===== config.mk =====
export PLATFORM = sky130hd
export DESIGN_NAME = uart_packet_framer_flat
export DESIGN_NICKNAME = d
export VERILOG_FILES = /design/src/rtl/uart_packet_framer_if.sv /design/src/rtl/uart_packet_framer.sv /design/src/flat_wrapper.sv
export SDC_FILE = /design/constraint.sdc
export NUM_CORES = 1
export LEC_CHECK = 0
export CORE_UTILIZATION = 56
export CTS_BUF_LIST = sky130_fd_sc_hd__clkbuf_2
export CTS_CLUSTER_DIAMETER = 100
export DETAILED_ROUTE_END_ITERATION = 16
export PLACE_DENSITY_LB_ADDON = 0.15
export SETUP_SLACK_MARGIN = 0.02
export SLEW_MARGIN = 5
export SYNTH_ARGS = -nofsm -noshare
export SYNTH_HDL_FRONTEND = slang
export SYNTH_SLANG_ARGS = --single-unit
export TNS_END_PERCENT = 10

===== constraint.sdc =====
create_clock -name clk -period 4.6 [get_ports clk]
set_input_delay 1.15 -clock clk [delete_from_list [all_inputs] [get_ports clk]]
set_output_delay 1.15 -clock clk [all_outputs]
set_load 0.02 [all_outputs]

===== src/rtl/uart_packet_framer_if.sv =====
// Buffer-read and transmit handshake bundle between the packet framer and its neighbours.
// master = framer side, slave = caching buffer / uart_tx side.
interface uart_packet_framer_if;
    logic       buf_rd_en;
    logic [7:0] buf_data;
    logic       buf_valid;
    logic       buf_empty;
    logic [7:0] tx_data;
    logic       tx_valid;
    logic       tx_ready;

    modport master (
        output buf_rd_en,
        input  buf_data,
        input  buf_valid,
        input  buf_empty,
        output tx_data,
        output tx_valid,
        input  tx_ready
    );

    modport slave (
        input  buf_rd_en,
        output buf_data,
        output buf_valid,
        output buf_empty,
        input  tx_data,
        input  tx_valid,
        output tx_ready
    );
endinterface


===== src/rtl/uart_packet_framer.sv =====
// Drains the caching buffer into a staging array and emits framed packets
// (sync, seq, len, payload, xor checksum) towards uart_tx.
//
// state   | meaning
// --------+-------------------------------------------------------------
// IDLE    | waiting for enable and a non-empty buffer
// FILL    | reading bytes into stage[], one outstanding read at most
// SYNC    | presenting SYNC_BYTE
// SEQ     | presenting the sequence number
// LEN     | presenting the payload length
// PAYLOAD | presenting stage[0..fill_cnt-1]
// CSUM    | presenting seq ^ len ^ xor(payload)
module uart_packet_framer #(
    parameter int         PAYLOAD_LEN    = 16,
    parameter int         TIMEOUT_CYCLES = 5000,
    parameter logic [7:0] SYNC_BYTE      = 8'hA5
) (
    input  logic                 clk,
    input  logic                 rst,
    input  logic                 enable,
    uart_packet_framer_if.master bus,
    output logic                 busy,
    output logic [15:0]          pkt_count,
    output logic [7:0]           seq_dbg
);

    localparam int IDX_W = (PAYLOAD_LEN > 1) ? $clog2(PAYLOAD_LEN) : 1;
    localparam int TMR_W = $clog2(TIMEOUT_CYCLES + 1);
    localparam logic [7:0]       LEN_MAX = 8'(PAYLOAD_LEN);
    localparam logic [TMR_W-1:0] TMR_MAX = TMR_W'(TIMEOUT_CYCLES);
    localparam logic [TMR_W-1:0] TMR_ONE = TMR_W'(1);

    typedef enum logic [2:0] {
        IDLE,
        FILL,
        SYNC,
        SEQ,
        LEN,
        PAYLOAD,
        CSUM
    } state_t;

    state_t           state;
    logic [7:0]       stage [2**IDX_W];
    logic [7:0]       fill_cnt;
    logic [7:0]       tx_idx;
    logic [7:0]       csum;
    logic [7:0]       seq;
    logic [TMR_W-1:0] timer;
    logic             pending;

    logic             capture;
    logic             timed_out;
    logic             can_read;
    logic [7:0]       stage_rd;

    // pending spans the request cycle and the following data cycle; the
    // buffer answers one cycle after it samples buf_rd_en.
    assign capture   = (state == FILL) && pending && !bus.buf_rd_en && bus.buf_valid;
    assign timed_out = (timer == TMR_MAX);
    assign can_read  = !bus.buf_empty && enable && (fill_cnt < LEN_MAX);
    assign stage_rd  = stage[tx_idx[IDX_W-1:0]];
    assign seq_dbg   = seq;

    always_ff @(posedge clk) begin
        if (rst) begin
            state         <= IDLE;
            bus.buf_rd_en <= 1'b0;
            bus.tx_valid  <= 1'b0;
            bus.tx_data   <= 8'h00;
            busy          <= 1'b0;
            pkt_count     <= 16'h0000;
            seq           <= 8'h00;
            fill_cnt      <= 8'h00;
            tx_idx        <= 8'h00;
            csum          <= 8'h00;
            timer         <= '0;
            pending       <= 1'b0;
        end else begin
            bus.buf_rd_en <= 1'b0;
            case (state)
                IDLE: begin
                    if (enable && !bus.buf_empty) begin
                        state    <= FILL;
                        busy     <= 1'b1;
                        fill_cnt <= 8'h00;
                        timer    <= '0;
                        pending  <= 1'b0;
                        csum     <= 8'h00;
                    end
                end

                FILL: begin
                    if (capture) begin
                        stage[fill_cnt[IDX_W-1:0]] <= bus.buf_data;
                        fill_cnt <= fill_cnt + 8'd1;
                        csum     <= csum ^ bus.buf_data;
                        timer    <= '0;
                    end else if (!timed_out) begin
                        timer <= timer + TMR_ONE;
                    end

                    if (pending) begin
                        if (!bus.buf_rd_en)
                            pending <= 1'b0;
                    end else if (fill_cnt == LEN_MAX ||
                                 (fill_cnt != 8'h00 && (timed_out || !enable))) begin
                        state <= SYNC;
                    end else if (fill_cnt == 8'h00 && !enable) begin
                        state <= IDLE;
                        busy  <= 1'b0;
                    end else if (can_read) begin
                        bus.buf_rd_en <= 1'b1;
                        pending       <= 1'b1;
                    end
                end

                SYNC: begin
                    if (!bus.tx_valid) begin
                        bus.tx_valid <= 1'b1;
                        bus.tx_data  <= SYNC_BYTE;
                    end else if (bus.tx_ready) begin
                        bus.tx_data <= seq;
                        state       <= SEQ;
                    end
                end

                SEQ: begin
                    if (bus.tx_ready) begin
                        bus.tx_data <= fill_cnt;
                        state       <= LEN;
                    end
                end

                LEN: begin
                    if (bus.tx_ready) begin
                        bus.tx_data <= stage[0];
                        tx_idx      <= 8'd1;
                        state       <= PAYLOAD;
                    end
                end

                PAYLOAD: begin
                    if (bus.tx_ready) begin
                        if (tx_idx == fill_cnt) begin
                            bus.tx_data <= seq ^ fill_cnt ^ csum;
                            state       <= CSUM;
                        end else begin
                            bus.tx_data <= stage_rd;
                            tx_idx      <= tx_idx + 8'd1;
                        end
                    end
                end

                CSUM: begin
                    if (bus.tx_ready) begin
                        bus.tx_valid <= 1'b0;
                        seq          <= seq + 8'd1;
                        pkt_count    <= pkt_count + 16'd1;
                        busy         <= 1'b0;
                        state        <= IDLE;
                    end
                end

                default: begin
                    state        <= IDLE;
                    busy         <= 1'b0;
                    bus.tx_valid <= 1'b0;
                end
            endcase
        end
    end

endmodule


===== src/flat_wrapper.sv =====
// flat-port wrapper written by rule: the top's interface ports become plain ports
module uart_packet_framer_flat 
#(
    parameter int         PAYLOAD_LEN    = 16,
    parameter int         TIMEOUT_CYCLES = 5000,
    parameter logic [7:0] SYNC_BYTE      = 8'hA5
)
  (clk, rst, enable, busy, pkt_count, seq_dbg, bus_buf_rd_en, bus_buf_data, bus_buf_valid, bus_buf_empty, bus_tx_data, bus_tx_valid, bus_tx_ready);
  uart_packet_framer_if bus_i ();
  input  logic clk;
  input  logic rst;
  input  logic enable;
  output logic busy;
  output logic [15:0] pkt_count;
  output logic [7:0] seq_dbg;
  output wire logic [$bits(bus_i.buf_rd_en)-1:0] bus_buf_rd_en;
  input wire logic [$bits(bus_i.buf_data)-1:0] bus_buf_data;
  input wire logic [$bits(bus_i.buf_valid)-1:0] bus_buf_valid;
  input wire logic [$bits(bus_i.buf_empty)-1:0] bus_buf_empty;
  output wire logic [$bits(bus_i.tx_data)-1:0] bus_tx_data;
  output wire logic [$bits(bus_i.tx_valid)-1:0] bus_tx_valid;
  input wire logic [$bits(bus_i.tx_ready)-1:0] bus_tx_ready;
  assign bus_buf_rd_en = bus_i.buf_rd_en;
  assign bus_i.buf_data = bus_buf_data;
  assign bus_i.buf_valid = bus_buf_valid;
  assign bus_i.buf_empty = bus_buf_empty;
  assign bus_tx_data = bus_i.tx_data;
  assign bus_tx_valid = bus_i.tx_valid;
  assign bus_i.tx_ready = bus_tx_ready;
  uart_packet_framer #(.PAYLOAD_LEN(PAYLOAD_LEN), .TIMEOUT_CYCLES(TIMEOUT_CYCLES), .SYNC_BYTE(SYNC_BYTE)) u_core (.clk(clk), .rst(rst), .enable(enable), .bus(bus_i), .busy(busy), .pkt_count(pkt_count), .seq_dbg(seq_dbg));
endmodule

After elaboration in Yosys (flattened, before gate mapping). Memories as Yosys holds them, arrays and structs flattened. A register that Yosys moved wholly into a read port is not among the register bits. Cells that the tools add are included.

Bits in registers: 76. Bits in latches: 0. Memory bits (writable): 128. ROM bits: 0. Input bits: 14. Output and inout bits: 35. Word-level logic and storage cells: 132. Memories kept: 1.

Add/subtract/negate cells: 5. $mul: 0. Div/mod/pow operators: 0. $lt $le $gt $ge: 1. Equal/unequal tests: 25. Shift operators: 0. Muxes and demuxes: 52. Bitwise operators: 6. Reduce and logical (&&, ||, !) cells: 30.

Memory list: u_core.stage (depth 16, bits a word 8, read ports 2, clocked after memory_dff 1, wr ports 1, RTL line uart_packet_framer.sv:44) `logic [7:0] stage [2**IDX_W];`.

Operators by type and width (number): 8-bit 2-to-1 mux (12); 8-bit case mux with 2 select lines (3); 13-bit 2-to-1 mux (3); 3-bit 2-to-1 mux (11); 8-bit case mux with 4 select lines (1); 13-bit case mux with 2 select lines (1); 8-bit by 1-bit adder with 8-bit output (second input constant) (3); 8-bit bitwise XOR (3); 3-bit case mux with 7 select lines (1); 2-bit != test (second input constant) (9); 16-bit by 1-bit adder with 16-bit output (second input constant) (1); 1-bit 2-to-1 mux (15); 13-bit by 1-bit adder with 13-bit output (second input constant) (1); 13-bit == test (second input constant) (1); 10-bit AND reduction (1); 3-bit == test (second input constant) (3); 8-bit by 5-bit == test with 1-bit output (second input constant) (1); 8-bit == test (1); 8-bit zero test (1); 8-bit by 5-bit < comparator with 1-bit output (second input constant) (1); 4-bit 2-to-1 mux (2); 2-bit by 1-bit != test with 1-bit output (second input constant) (4); 8-bit nonzero test (1); 1-bit logical AND (7); other kinds (21) (32).

Longest topological paths before layout.
Depth in word-level cells: 8. Depth in mapped cells: 11. Depth with buffers taken out: 7.

Least setup slack after synthesis. OpenSTA, ideal clock, no wires.

Path kind: input -> register. Start: input port bus_buf_valid. End: memory u_core.stage[1][0], enable pin. Setup time: 0.383 ns. Arrival: 2.346 ns. Data required time: 4.217 ns. Setup slack: 1.870 ns. Stages on the path: 5. Path buffers: 0. Path through: and3b_1 nand2_1 nor2_1 nand2_1 nor3_1.

Longest elaborated chain between the ends: 5.

RTL lines: start: declaration (RTL line flat_wrapper.sv:18) `input wire logic [$bits(bus_i.buf_valid)-1:0] bus_buf_valid;`; 1-bit logical AND (RTL line uart_packet_framer.sv:59) `assign capture = (state == FILL) && pending && !bus.buf_rd_en && bus.buf_valid;`; 1-bit 2-to-1 mux (RTL line uart_packet_framer.sv:94) `if (capture) begin`; 1-bit 2-to-1 mux (RTL line uart_packet_framer.sv:81) `case (state)`; 1-bit 2-to-1 mux (RTL line uart_packet_framer.sv:66) `if (rst) begin`; 1-bit 2-to-1 mux (implied by the code) (RTL line uart_packet_framer.sv:95) `stage[fill_cnt[IDX_W-1:0]] <= bus.buf_data;`; end: declaration (RTL line uart_packet_framer.sv:44).

No other way between the ends.

Worst setup path after layout.
Start: register u_core.state[0]. End: memory u_core.stage[11][4], enable pin.

Longest elaborated chain between the ends: 8.

RTL lines: start: declaration (RTL line uart_packet_framer.sv:43) `state_t state;`; start signal: assignment (RTL line uart_packet_framer.sv:67) `state <= IDLE;`; start signal: assignment (RTL line uart_packet_framer.sv:84) `state <= FILL;`; start signal: assignment (RTL line uart_packet_framer.sv:108) `state <= SYNC;`; 3-bit by 1-bit == test with 1-bit output * (RTL line uart_packet_framer.sv:59, uart_packet_framer.sv:81); 1-bit logical AND (3 in series) (RTL line uart_packet_framer.sv:59); 1-bit 2-to-1 mux (RTL line uart_packet_framer.sv:94); 1-bit 2-to-1 mux * (RTL line uart_packet_framer.sv:81); 1-bit 2-to-1 mux * (RTL line uart_packet_framer.sv:66); 1-bit 2-to-1 mux (implied by the code) * (RTL line uart_packet_framer.sv:95).

Mark *: on every way between the ends. The rest lies on a longest branch, timed or not.

==> metrics.txt <==
outcome=finished, final reports clean; Slew @ Worst Pin=1119 ps; vias=~6400; full die area=between 15000 and 20000 sq um; DR WL/cell=a little under 20 um; VDD IR max=around 0.27 mV; IO Port Bufs=between 40 and 50; CTS Root Cell=clkbuf_2; Post-Place Setup Slack=1087 ps; Initial Util=0.5705; Num CTS Buffers=52; H-tree Lvls=2; Total Nets Final=843; clock skew=about 69 ps; postcts setup bufs=0; GR Overflow Total=0; slowest stage delay, CP=940 ps; final hold vios=0; CP endpoint kind=flip-flop; reg-to-reg critical path startpoint=u_core.state[0]; Mapped Nets=771; crit path from=u_core.state[0]; sequential area share after synthesis=0.5776; initial antenna violation count=0; # diodes=0; Final Max Tran Viols=0; placed cell area=10080 sq um; Synth Area in XOR/XNOR=0.05295; Final Routed Wirelength=roughly 21000 um; Setup CP Type=flip-flop to flip-flop; commonest non-fill, non-tap cell in the layout=edfxtp_1; CTS tree=built; Die Span Y=between 100 and 150 um; R2R Setup Slk=about 1400 ps; first-pass GRT wire length=roughly 34000 um; GRT Total Usage=0.2560; final setup margin=approximately 1400 ps; Final Setup Violations=0; Routed Antenna Nets=0; post-CTS sizing=0; most frequent cells in the layout=edfxtp_1, dfxtp_1, clkbuf_2; PwrDens=around 340 nW/um^2; final cycle utilization of the critical path=0.7035; setup_tns=0 ps; vias in the first global route=6300; fmax=around 300 MHz; Post-synth EDFFs=between 100 and 150; Compound-Gate Fraction of Synth Area=0.08308; DRC viols=0; class of the worst hold path=flip-flop to flip-flop; max_cap viols=0; largest family of logic cells by synthesized area=simple AND/OR/NAND/NOR gates; mux cell area share after synthesis=0.1075; total I/O pin count=approximately 50; Area Growth Syn to Fin=12.18%; commonest register cell after synthesis=edfxtp_1; Worst Path Max Fanout=24; Mapped Area=around 9400 sq um; Setup crit end=u_core.stage[11][4]; CP Data Required Time=between 5000 and 6000 ps; slowest cell on the critical path=dfxtp_1; Critical Path AT=3690 ps; post-synthesis cell count=between 700 and 800; row count=47; simple-gate share of the synthesized area=0.1346; hold buffer count at CTS=0; critical path cell sequence=nor3b_2 > nand2_1 > nor2_1 > nand2_1 > nor2_1; core footprint=about 17000 sq um; final worst path period need=3236 ps; hold path startpoint=u_core.timer[12]; Avg Cell Area, Syn=12.65 sq um; Longest Clk Path Bufs=3; DR vias/cell=roughly 6; Pre-antenna DRT Iters=5; Pleak=between 3 and 4 nW; Yosys Warn Count=0; share of cells above drive strength 1=0.1748; hpwl dp=14540 um; cell depth of the worst flop-to-flop path=5; register bit total from synthesis=208; reg2reg end=u_core.stage[11][4]; Post-synth ARST share=0; library cells used by synthesis=~70; clock slew at reported path FFs=approximately 100 ps; DRT iter0 DRCs=about 420; clk sinks=around 210; Worst Setup Start Kind=flip-flop; Post-Synth Adder-Cell Area=0.01593; Final Cell Area=roughly 11000 sq um; pin count of the biggest net entering global routing=just over 40; Worst-Skew Late Latency=between 800 and 900 ps; Worst slew margin=0.2527; chip width=between 100 and 150 um; Final GP Congestion=0.8782; RSZ-0062 raised after global routing=no
## Yosys cell counts, drive strengths merged, types with 2 or more instances
cell     count  share of area
nor2        75          0.030
nor2b        4         0.0027
a21o         3         0.0025
o32a         8         0.0085
nand3       24          0.013
o21a         2         0.0016
a22oi       10         0.0080
and3         6         0.0040
a21oi       30          0.016
dfxtp       80           0.17
nand2b       8         0.0053
mux2i       18          0.019
nand2       38          0.015
and4         5         0.0048
and3b        2         0.0019
clkbuf      22         0.0089
o221ai       5         0.0046
or3          6         0.0040
nor4         8         0.0053
mux2         2         0.0024
nand3b      11         0.0088
mux4        36          0.086
a211oi       2         0.0029
nand4       11         0.0073
xnor2       21          0.020
ha          12          0.016
buf         20          0.012
and2        13         0.0086
nor3b        2         0.0021
nor3        12         0.0076
o32ai        3         0.0028
o21ai       17         0.0094
inv         20         0.0080
or3b         2         0.0019
xor2        36          0.033
o211ai       3         0.0024
a31o         2         0.0019
o31ai        7         0.0056
or4          7         0.0056
a2111oi      3         0.0028
a31oi        5         0.0040
nand4b       2         0.0019
edfxtp     128           0.41
## final cells by class
cell class / count / area [sq um]
Multi-Input combinational cell: 475 / 3721
Fill cell: 1291 / 5948
Inverter: 20 / 75.07
Tap cell: 220 / 275.3
Clock inverter: 18 / 107.6
Timing Repair Buffer: 60 / 565.5
Sequential cell: 208 / 5446
Clock buffer: 77 / 385.4
## cells by family after synthesis
logic type      Yosys count
compound gates          109
fa+ha+maj                12
buf+inv                  62
mux                      56
xor+xnor                 57
simple gates            241
flops                   208
## power by group
part           switching (W)  internal [W]  total [W]
Clock               0.000753      0.000513    0.00127
Combinational       0.000171     0.0000984   0.000270
Sequential         0.0000413       0.00200    0.00204
## worst max-delay path: cells and delay by family (launching register included)
kind / cells / cell delay [ps]
AND/OR/NAND/NOR: 5 / 1920
flip-flops: 1 / 940
## sequential cells by signal (all words and copies together) (netlist names), named ones only
name and cells:
u_core.stage 128, u_core.pkt_count 16, u_core.timer 13, u_core.bus.tx_data 8, u_core.csum 8, u_core.fill_cnt 8, u_core.seq_dbg 8, u_core.tx_idx 8
u_core.state 3, u_core.bus.buf_rd_en 1, u_core.bus.tx_valid 1, u_core.busy 1, u_core.pending 1
## how the worst min path moves through the flow
stage / endpoint / slack (ps) / cells past startpoint
6_report: u_core.timer[12] / 490 / 2
5_1_grt: u_core.bus.buf_rd_en / 510 / 1
4_1_cts: u_core.timer[12] / 500 / 2
2_1_floorplan: u_core.bus.buf_rd_en / 440 / 1
3_5_place_dp: u_core.timer[12] / 480 / 2
3_3_place_gp: u_core.bus.buf_rd_en / 460 / 1
## through the flow
step           hold WS (ps)  instances  power [W]  utilization
2_1_floorplan         437.7        745   0.002268            -
3_3_place_gp          457.7        983   0.002336       0.6102
3_5_place_dp          480.9        983   0.002346       0.6102
4_1_cts               496.5       1078   0.003608       0.6400
5_1_grt               513.5       1078   0.003740       0.6400
6_report              492.0       1078   0.003573       0.6400
## per-layer routing
metal  track usage  wire length (um)  vias to the layer above  part of all wire
met1        0.3395              9265                     3164              0.43
met2        0.4130             10190                      228              0.48
met3       0.05383              1365                       42             0.064
met4        0.1059               588                        0             0.027
li1              -                 -                     2986                 -
met5             0                 0                        -                 0
No activity file was read; power rests on OpenSTA's default activity.
